### config.mk
export PLATFORM = sky130hd
export DESIGN_NAME = uart_error_manager_flat
export DESIGN_NICKNAME = d
export VERILOG_FILES = /design/src/rtl/uart_err_pkg.sv /design/src/rtl/uart_error_manager_if.sv /design/src/rtl/uart_bit_period_tick.sv /design/src/rtl/uart_error_manager.sv /design/src/flat_wrapper.sv
export SDC_FILE = /design/constraint.sdc
export NUM_CORES = 1
export LEC_CHECK = 0
export ABC_CLOCK_PERIOD_IN_PS = 4800
export BUFFER_PORTS_ARGS = -buffer_cell sky130_fd_sc_hd__clkbuf_2
export CORE_UTILIZATION = 45
export DETAILED_ROUTE_END_ITERATION = 10
export PLACE_DENSITY = 0.71
export SYNTH_ARGS = -nofsm -noshare
export SYNTH_HDL_FRONTEND = slang
export SYNTH_SLANG_ARGS = --single-unit
### constraint.sdc
create_clock -name clk -period 4.8 [get_ports clk]
set_input_delay 0.96 -clock clk [delete_from_list [all_inputs] [get_ports clk]]
set_output_delay 0.96 -clock clk [all_outputs]
set_load 0.02 [all_outputs]
### src/rtl/uart_err_pkg.sv
// uart_err_pkg: shared widths and flag struct for the UART error manager
package uart_err_pkg;
  localparam int BRK_CNT_W = 8;
  localparam int TO_CNT_W = 8;
  localparam int ACC_W = 33;
  typedef struct packed {
    logic framing;
    logic parity;
    logic brk;
    logic timeout;
  } err_flags_t;
endpackage

### src/rtl/uart_error_manager_if.sv
// uart_error_manager_if: RX-side status inputs and sticky error outputs
interface uart_error_manager_if;
  logic        frame_error;
  logic        parity_error;
  logic        frame_active;
  logic        bit_valid;
  logic        rx_filtered;
  logic [31:0] baud_rate;
  logic        error_clear;
  logic        error_detected;
  logic        framing_error;
  logic        parity_err;
  logic        break_detect;
  logic        timeout_detect;
  modport master (
    output frame_error, parity_error, frame_active, bit_valid, rx_filtered, baud_rate, error_clear,
    input  error_detected, framing_error, parity_err, break_detect, timeout_detect
  );
  modport slave (
    input  frame_error, parity_error, frame_active, bit_valid, rx_filtered, baud_rate, error_clear,
    output error_detected, framing_error, parity_err, break_detect, timeout_detect
  );
endinterface

### src/rtl/uart_bit_period_tick.sv
// uart_bit_period_tick: fractional baud accumulator pulsing once per bit period while en
module uart_bit_period_tick
  import uart_err_pkg::*;
#(
  parameter logic [31:0] CLK_FREQ_HZ = 100_000_000
) (
  input  logic        clk,
  input  logic        rst,
  input  logic        en,
  input  logic [31:0] baud_rate,
  output logic        tick
);
  localparam logic [ACC_W-1:0] LIM = ACC_W'(CLK_FREQ_HZ);
  logic [ACC_W-1:0] acc_q, acc_d, sum, rem;
  // remainder still above the limit means baud >= clock; that excess is dropped
  always_comb begin
    sum = acc_q + ACC_W'(baud_rate);
    rem = sum - LIM;
    tick = en && sum >= LIM;
    acc_d = !en ? '0 : !tick ? sum : rem >= LIM ? '0 : rem;
  end
  always_ff @(posedge clk) begin
    if (rst) acc_q <= '0;
    else acc_q <= acc_d;
  end
endmodule

### src/rtl/uart_error_manager.sv
// uart_error_manager: sticky framing/parity/break/timeout flags; break logic under UART_ERR_BREAK_DETECT_EN
module uart_error_manager
  import uart_err_pkg::*;
#(
  parameter logic [31:0] CLK_FREQ_HZ = 100_000_000,
  parameter int unsigned TIMEOUT_BIT_PERIODS = 3,
  parameter int unsigned BREAK_BITS = 10
) (
  input logic clk,
  input logic rst,
  uart_error_manager_if.slave bus
);
  err_flags_t flags_q, flags_d, set;
  logic err_q, err_d, armed_q, armed_d, tick, idle_en, to_fire, brk_set;
  logic [TO_CNT_W-1:0] idle_q, idle_d;
  uart_bit_period_tick #(.CLK_FREQ_HZ(CLK_FREQ_HZ)) u_tick (
    .clk(clk),
    .rst(rst),
    .en(idle_en),
    .baud_rate(bus.baud_rate),
    .tick(tick)
  );
`ifdef UART_ERR_BREAK_DETECT_EN
  logic [BRK_CNT_W-1:0] brk_q, brk_d;
  logic brk_inc;
  always_comb begin
    brk_inc = bus.bit_valid && bus.frame_active && !bus.rx_filtered && brk_q != '1;
    brk_set = brk_inc && (brk_q + 1'b1) == BRK_CNT_W'(BREAK_BITS);
    brk_d = (!bus.frame_active || (bus.bit_valid && bus.rx_filtered) || bus.error_clear) ? '0 :
            brk_inc ? brk_q + 1'b1 : brk_q;
  end
  always_ff @(posedge clk) begin
    if (rst) brk_q <= '0;
    else brk_q <= brk_d;
  end
`else
  assign brk_set = 1'b0;
`endif
  always_comb begin
    idle_en = armed_q && !bus.frame_active && bus.rx_filtered;
    to_fire = tick && (idle_q + 1'b1) == TO_CNT_W'(TIMEOUT_BIT_PERIODS);
    idle_d = (!idle_en || to_fire) ? '0 : tick ? idle_q + 1'b1 : idle_q;
    armed_d = (armed_q || bus.frame_active) && !to_fire;
    set = '{framing: bus.frame_error, parity: bus.parity_error, brk: brk_set, timeout: to_fire};
    flags_d = set | (bus.error_clear ? '0 : flags_q);
    err_d = flags_d.framing | flags_d.parity | flags_d.brk;
  end
  always_ff @(posedge clk) begin
    if (rst) begin
      flags_q <= '0;
      err_q <= 1'b0;
      armed_q <= 1'b0;
      idle_q <= '0;
    end else begin
      flags_q <= flags_d;
      err_q <= err_d;
      armed_q <= armed_d;
      idle_q <= idle_d;
    end
  end
  assign bus.error_detected = err_q;
  assign bus.framing_error = flags_q.framing;
  assign bus.parity_err = flags_q.parity;
  assign bus.break_detect = flags_q.brk;
  assign bus.timeout_detect = flags_q.timeout;
endmodule

### src/flat_wrapper.sv
// flat-port wrapper written by rule: the top's interface ports become plain ports
module uart_error_manager_flat import uart_err_pkg::*;
#(
  parameter logic [31:0] CLK_FREQ_HZ = 100_000_000,
  parameter int unsigned TIMEOUT_BIT_PERIODS = 3,
  parameter int unsigned BREAK_BITS = 10
)
  (clk, rst, bus_frame_error, bus_parity_error, bus_frame_active, bus_bit_valid, bus_rx_filtered, bus_baud_rate, bus_error_clear, bus_error_detected, bus_framing_error, bus_parity_err, bus_break_detect, bus_timeout_detect);
  uart_error_manager_if bus_i ();
  input logic clk;
  input logic rst;
  input wire logic [$bits(bus_i.frame_error)-1:0] bus_frame_error;
  input wire logic [$bits(bus_i.parity_error)-1:0] bus_parity_error;
  input wire logic [$bits(bus_i.frame_active)-1:0] bus_frame_active;
  input wire logic [$bits(bus_i.bit_valid)-1:0] bus_bit_valid;
  input wire logic [$bits(bus_i.rx_filtered)-1:0] bus_rx_filtered;
  input wire logic [$bits(bus_i.baud_rate)-1:0] bus_baud_rate;
  input wire logic [$bits(bus_i.error_clear)-1:0] bus_error_clear;
  output wire logic [$bits(bus_i.error_detected)-1:0] bus_error_detected;
  output wire logic [$bits(bus_i.framing_error)-1:0] bus_framing_error;
  output wire logic [$bits(bus_i.parity_err)-1:0] bus_parity_err;
  output wire logic [$bits(bus_i.break_detect)-1:0] bus_break_detect;
  output wire logic [$bits(bus_i.timeout_detect)-1:0] bus_timeout_detect;
  assign bus_i.frame_error = bus_frame_error;
  assign bus_i.parity_error = bus_parity_error;
  assign bus_i.frame_active = bus_frame_active;
  assign bus_i.bit_valid = bus_bit_valid;
  assign bus_i.rx_filtered = bus_rx_filtered;
  assign bus_i.baud_rate = bus_baud_rate;
  assign bus_i.error_clear = bus_error_clear;
  assign bus_error_detected = bus_i.error_detected;
  assign bus_framing_error = bus_i.framing_error;
  assign bus_parity_err = bus_i.parity_err;
  assign bus_break_detect = bus_i.break_detect;
  assign bus_timeout_detect = bus_i.timeout_detect;
  uart_error_manager #(.CLK_FREQ_HZ(CLK_FREQ_HZ), .TIMEOUT_BIT_PERIODS(TIMEOUT_BIT_PERIODS), .BREAK_BITS(BREAK_BITS)) u_core (.clk(clk), .rst(rst), .bus(bus_i));
endmodule
==> results of run 1 <==
metrics by stage:
step	utilization, %	instance area (µm²)	power, mW	hold slack (ns)
floorplan	-	5410	0.622	0.461
global placement	57.4	6640	0.745	0.471
detailed placement	57.4	6640	0.754	0.490
CTS	58.9	6810	1.19	0.501
global route	60.2	6960	1.25	0.539
finish	60.2	6960	1.20	0.500
per-layer routing:
layer  vias to the layer above  track usage, %  wire (µm)
met2                       185            46.6       7930
met5                         -               0          0
li1                       2931               -          -
met4                         0            13.9        673
met3                        37            4.52        859
met1                      2751            31.8       7070
what timing repair did:
action	4_1_cts	5_1_grt
setup endpoints to repair	0	37
buffers inserted	0	6
gates resized for setup	0	18
hold buffers	0	0
registers in the layout, summed over array words and instances (netlist names):
name and cells:
u_core.u_tick.acc_q 33, u_core.idle_q 8, u_core.armed_q 1, u_core.bus.break_detect 1, u_core.bus.error_detected 1, u_core.bus.framing_error 1
u_core.bus.parity_err 1, u_core.bus.timeout_detect 1
worst max-delay path, cell delays in order:
cell       delay (ns)
clkbuf_2         0.09
ha_1             0.22
fa_1             0.41
a211oi_2         0.31
o21ai_4          0.15
nand4b_1         0.18
o211ai_1         0.27
a2111oi_2        0.46
a41o_1           0.20
o21ba_2          0.20
and3b_1          0.19
buf_4            0.14
o21ai_0          0.10
a221oi_2         0.39
o2111ai_4        0.25
buf_4            0.21
a21oi_2          0.18
path summary, 6_finish.rpt:
check / start / endpoint / slack, ns / cells after the start
setup / recovery: bus_baud_rate[0] / u_core.u_tick.acc_q[25] / 0.13 / 17
hold / removal: u_core.idle_q[1] / u_core.idle_q[1] / 0.50 / 2
setup reg to reg: u_core.u_tick.acc_q[0] / u_core.u_tick.acc_q[25] / 0.57 / 16
hold reg to reg: u_core.idle_q[1] / u_core.idle_q[1] / 0.50 / 2
power groups by stage:
stage	clock (mW)	combinational, mW	sequential [mW]
floorplan	0	0.213	0.409
global placement	0	0.338	0.407
detailed placement	0	0.347	0.407
CTS	0.439	0.349	0.398
global route	0.456	0.394	0.399
finish	0.434	0.363	0.398
cell usage in the layout (no fill, tap or decap), types with 25 or more instances in the layout:
cell type | synthesis | final
o21ai_0 | 29 | 28
nand2_1 | 64 | 64
xnor2_1 | 32 | 32
clkbuf_2 | 0 | 43
buf_4 | 1 | 129
ha_1 | 37 | 36
a21oi_2 | 23 | 25
nor3_1 | 30 | 30
a21oi_1 | 60 | 58
nor2_1 | 46 | 46
dfxtp_1 | 47 | 47
cell type report:
type / instances / share of cell area, %
Clock buffer: 6 / 1.99
Sequential cell: 47 / 13.5
Timing Repair Buffer: 177 / 18.4
Multi-Input combinational cell: 602 / 61.8
Tap cell: 143 / 2.57
Clock inverter: 2 / 0.503
Inverter: 21 / 1.13
cells by family (layout without fill, tap and decap cells):
logic type	after synthesis	in the layout	share of synthesized area, %
buffers and inverters	54	206	4.80
xor gates and xnor gates	50	50	8.40
DFF	47	47	17.5
muxes	9	9	1.74
AOI/OAI and AO/OA	238	238	32.8
adders and majority gates	38	38	8.96
and+or+nand+nor	261	261	25.8
other	1	6	0.0696
==> metrics.md, run 1 <==
| Metric | Value |
|---|---|
| Largest net degree at the start of global routing | 23 |
| DR vias | 5904 |
| Starting Density | 46.6% |
| DR iter-0 viols | roughly 400 |
| Commonest cells post-synth | 64 x nand2_1, 60 x a21oi_1, 47 x dfxtp_1 |
| Total net switching power | 372 µW |
| Cell Int Power | 823 µW |
| Clock tree root buffer cell | clkbuf_16 |
| Worst-case clock buffer depth | 2 |
| Syn_area_per_cell | 7.72 µm² |
| Final WS setup | 0.126 ns |
| Switching part of the total | 31.2% |
| Layout Cells excl Fill | 998 |
| Reg power frac | 33.3% |
| Clock sinks | 47 |
| FF+latch count, synth | 47 |
| Die height | 111 µm |
| Initial antenna violation count | 0 |
| Worst Hold Class | reg -> reg |
| Placed Instances | 984 |
| DR WL/cell | about 17 µm |
| Final period util | 97.4% |
| Final net count | 932 |
| CTS tree | built |
| Drt total wl | 16.5 mm |
| Diodes inserted | 0 |
| Status | finished, violations left |
| DRT Pass-1 Iters | 8 |
| Top fanout value on the critical path | 8 |
| Vias in the first global route | 5716 |
| Routability Congestion | 0.887 |
| Detail Route Antenna Nets | 0 |
| Post-synth top area share | 17.5% |
| Relative slew slack | between 60% and 70% |
| CP Class | in -> reg |
| Multi-input logic area | 4310 µm² |
| Fin. Hold Viols | 0 |
| Total core area | between 10000 and 15000 µm² |
| Post-Place Worst Slack | -0.258 ns |
| EDFF count, synth | 0 |
| Clock share of power | 36.3% |
| Dpl hpwl | 13.2 mm |
| Top Ports | 45 |
| Yosys synthesis warning count | 0 |
| Post-synthesis sequential area ratio | 17.5% |
| Setup Total Neg Slack | 0 ns |
| Num CTS Buffers | 5 |
| Netlist cell types | 92 |
| Register Area | around 940 µm² |
| Mapped Area | 5390 µm² |
| RSZ-0062 raised after global routing | true |
| Syn-to-layout area delta | 29.1% |
| Synth area leaders | dfxtp_1 17%, ha_1 8.6%, a21oi_1 5.6% |
| Mapped Cells | 698 |
| Die W | ~110 µm |
| Top-count cell post-synth | nand2_1 |
| Die area | 12400 µm² |
| Crit end category | register |
| Crit path time final | 4.67 ns |
| Crit path launch type | input pin |
| Worst-Margin Slew | ~0.59 ns |
| Worst EP arrival | about 4.9 ns |
| Fillers | 1044 |
| Max Cap Viol | 0 |
| Final setup viols | 0 |
| Top_reg_cell synth | dfxtp_1 |
| Failing checks | design-rule violations |
| Power per cell area | between 150 and 200 nW/µm² |
| Max IR drop VDD | 0.000107 V |
| FP Rows | 39 |
| Share of layout cells above drive strength 1 | 30.4% |
| Leak | 3.01 nW |
| Htree depth | 2 |
| GRT overflow | 0 |
| DRC Markers | 6 |
| Clock Skew | 0.00980 ns |
| GRT Util Overall | 26.8% |
| Comb pwr share | a little under a third |
| FFs w/ async S/R, synth | 0% |
| Clock latency on the worst-skew pair | 0.31 ns |
| Largest area contributor in the netlist | dfxtp_1 |
| Slew Viols, Final | 0 |
| First-pass GRT wire length | 27.0 mm |
| Port buffer count | 43 |
| CP required | 5.03 ns |
| Max frequency | 214 MHz |
| Clock slew at reported path FFs | 0.07 ns |
| Avg Vias per Cell | between 5 and 6 |
Note: power is estimated with default switching activity, not from simulation.
==> run 2: changes to the inputs <==
Settings changed: PLACE_DENSITY 0.71 to 0.65, SETUP_SLACK_MARGIN set to 0.5.
==> metrics.md, run 2 (same netlist as run 1, synthesis figures left out) <==
| Metric | Value |
|---|---|
| DR WL/cell | 17.4 µm |
| DRC Markers | 3 |
| Detail Route Antenna Nets | 0 |
| Critical path's largest stage delay | roughly 0.56 ns |
| Max Cap Viol | 0 |
| Commonest cells after routing, fill and taps aside | 108 x buf_4, 59 x nand2_1, 49 x a21oi_1 |
| Layout Cells excl Fill | a little under 1000 |
| Final WS setup | around 0.35 ns |
| Htree depth | 2 |
| Crit path time final | roughly 4.5 ns |
| Final period util | 92.8% |
| DR iter-0 viols | 401 |
| CP required | 4.99 ns |
| Final net count | 922 |
| Routability Congestion | 0.930 |
| Biggest regs | u_core.u_tick.acc_q: 33 flops, u_core.idle_q: 8 flops |
| Fillers | 1024 |
| CP Class | in -> reg |
| DR vias | 5991 |
| Die W | about 110 µm |
| GRT Util Overall | between 20% and 30% |
| Clock sinks | 47 |
| Worst Hold Class | reg -> reg |
| Largest net degree at the start of global routing | 28 |
| Max IR drop VDD | ~0.00011 V |
| Final setup viols | 0 |
| CTS tree | built |
| Setup Total Neg Slack | 0 ns |
| Hold WS | 0.498 ns |
| Worst path cell trace | clkbuf_2 > ha_1 > buf_4 > and2_1 > a21boi_1 > o31a_1 > a21oi_1 > a311oi_2 > buf_4 > o31a_4 > a21o_1 > a22o_1 > a22oi_1 > or4_4 > o2111ai_4 > buf_6 > buf_12 > a21oi_1 |
| Clock slew at reported path FFs | 0.07 ns |
| Register name with the most flops | u_core.u_tick.acc_q |
| Crit path launch type | input pin |
| Clock latency on the worst-skew pair | 0.30 ns |
| Diodes inserted | 0 |
| Num CTS Buffers | 5 |
| Die height | ~110 µm |
| RSZ-0062 raised after global routing | true |
| Starting Density | 46.6% |
| First-pass GRT wire length | 27.5 mm |
| Post-Place Worst Slack | -0.127 ns |
| Total core area | 11600 µm² |
| Vias in the first global route | a little under 6000 |
| Port buffer count | 43 |
| FP Rows | 39 |
| Max frequency | 224 MHz |
| Most common cell after layout, fill and taps aside | buf_4 |
| Avg Vias per Cell | 6.06 |
| Clock Skew | 0.00472 ns |
| Initial antenna violation count | 0 |
| Placed Instances | about 950 |
| Syn-to-layout area delta | 33.9% |
| Finished Cell Area | 7220 µm² |
| Clock tree root buffer cell | clkbuf_16 |
| Largest register FFs | 33 |
| Status | finished, violations left |
| Dpl hpwl | 13.0 mm |
| Crit end category | register |
| Leak | 3.03 nW |
| DRT Pass-1 Iters | 9 |
| Die area | 12400 µm² |
| Share of layout cells above drive strength 1 | 35.9% |
| GRT overflow | 0 |
| Failing checks | design-rule violations |
| Cell Area, Placed | 6440 µm² |
| Drt total wl | 17.2 mm |
| Power per cell area | 160 nW/µm² |
| Slew Viols, Final | 0 |
| Top Ports | 45 |
| CP max stage cell | or4_4 |
| Worst-case clock buffer depth | 2 |
| Top fanout value on the critical path | 12 |
| Fin. Hold Viols | 0 |
| Worst EP arrival | between 4 and 5 ns |
[run 2: cell types whose count changed in the layout (fill, tap and decap cells not counted), moves of 7 or more]
cell	delta
buf_4	-21
ha_1	-14
buf_6	+11
ha_2	+10
a21oi_1	-9
a21oi_2	+7
[run 2: what timing repair did]
action / 4_1_cts / 5_1_grt
resized for setup: 40 / 54
hold buffers: 0 / 0
setup buffers: 16 / 8
endpoints found under the setup margin: 37 / 37
gates cloned: 2 / 0
pin swaps: 16 / 38
[run 2: final cells by class]
cell class	count	area, µm²	share of cell area (%)
Inverter	21	78.8	1.09
Multi-Input combinational cell	602	4610	63.8
Clock buffer	6	139	1.92
Sequential cell	47	941	13.0
Timing Repair Buffer	167	1260	17.4
Tap cell	143	179	2.48
Clock inverter	2	16.3	0.225
[run 2: metal layers]
layer  track usage (%)  share of wire [%]  vias up
met5                 0                  0        -
met4              12.9                3.7        0
met3              3.65                4.4       43
met2              47.3                 49      181
met1              33.3                 43     2868
li1                  -                  -     2899
[run 2: power breakdown]
group | total, mW | switching (mW) | internal [mW] | leakage (nW)
clock | 0.374 | 0.166 | 0.208 | 0.0731
combinational | 0.379 | 0.206 | 0.173 | 2.57
sequential | 0.398 | 0.00285 | 0.395 | 0.382
total | 1.15 | 0.374 | 0.777 | 3.03
[run 2: path summary, 6_finish.rpt]
check	startpoint	to	slack [ns]	cells after the start
worst max-delay path	bus_baud_rate[12]	u_core.u_tick.acc_q[19]	0.35	18
worst min-delay path	u_core.bus.break_detect	u_core.bus.break_detect	0.50	1
worst max register to register	u_core.u_tick.acc_q[8]	u_core.u_tick.acc_q[19]	0.74	15
worst min register to register	u_core.bus.break_detect	u_core.bus.break_detect	0.50	1
[run 2: through the flow]
stage	utilization [%]	power (mW)
final	62.4	1.15
after global routing	62.4	1.21
after CTS	60.1	1.14
after detailed placement	55.7	0.741
after global placement	55.7	0.733
after floorplan	-	0.623
[run 2: worst max-delay path: cells and delay by family]
kind	cells	cell delay, ns
AND/OR/NAND/NOR	2	0.69
AO/OA/AOI/OAI	10	1.95
adder cells (fa/ha/maj)	1	0.31
buffers and inverters	5	0.72
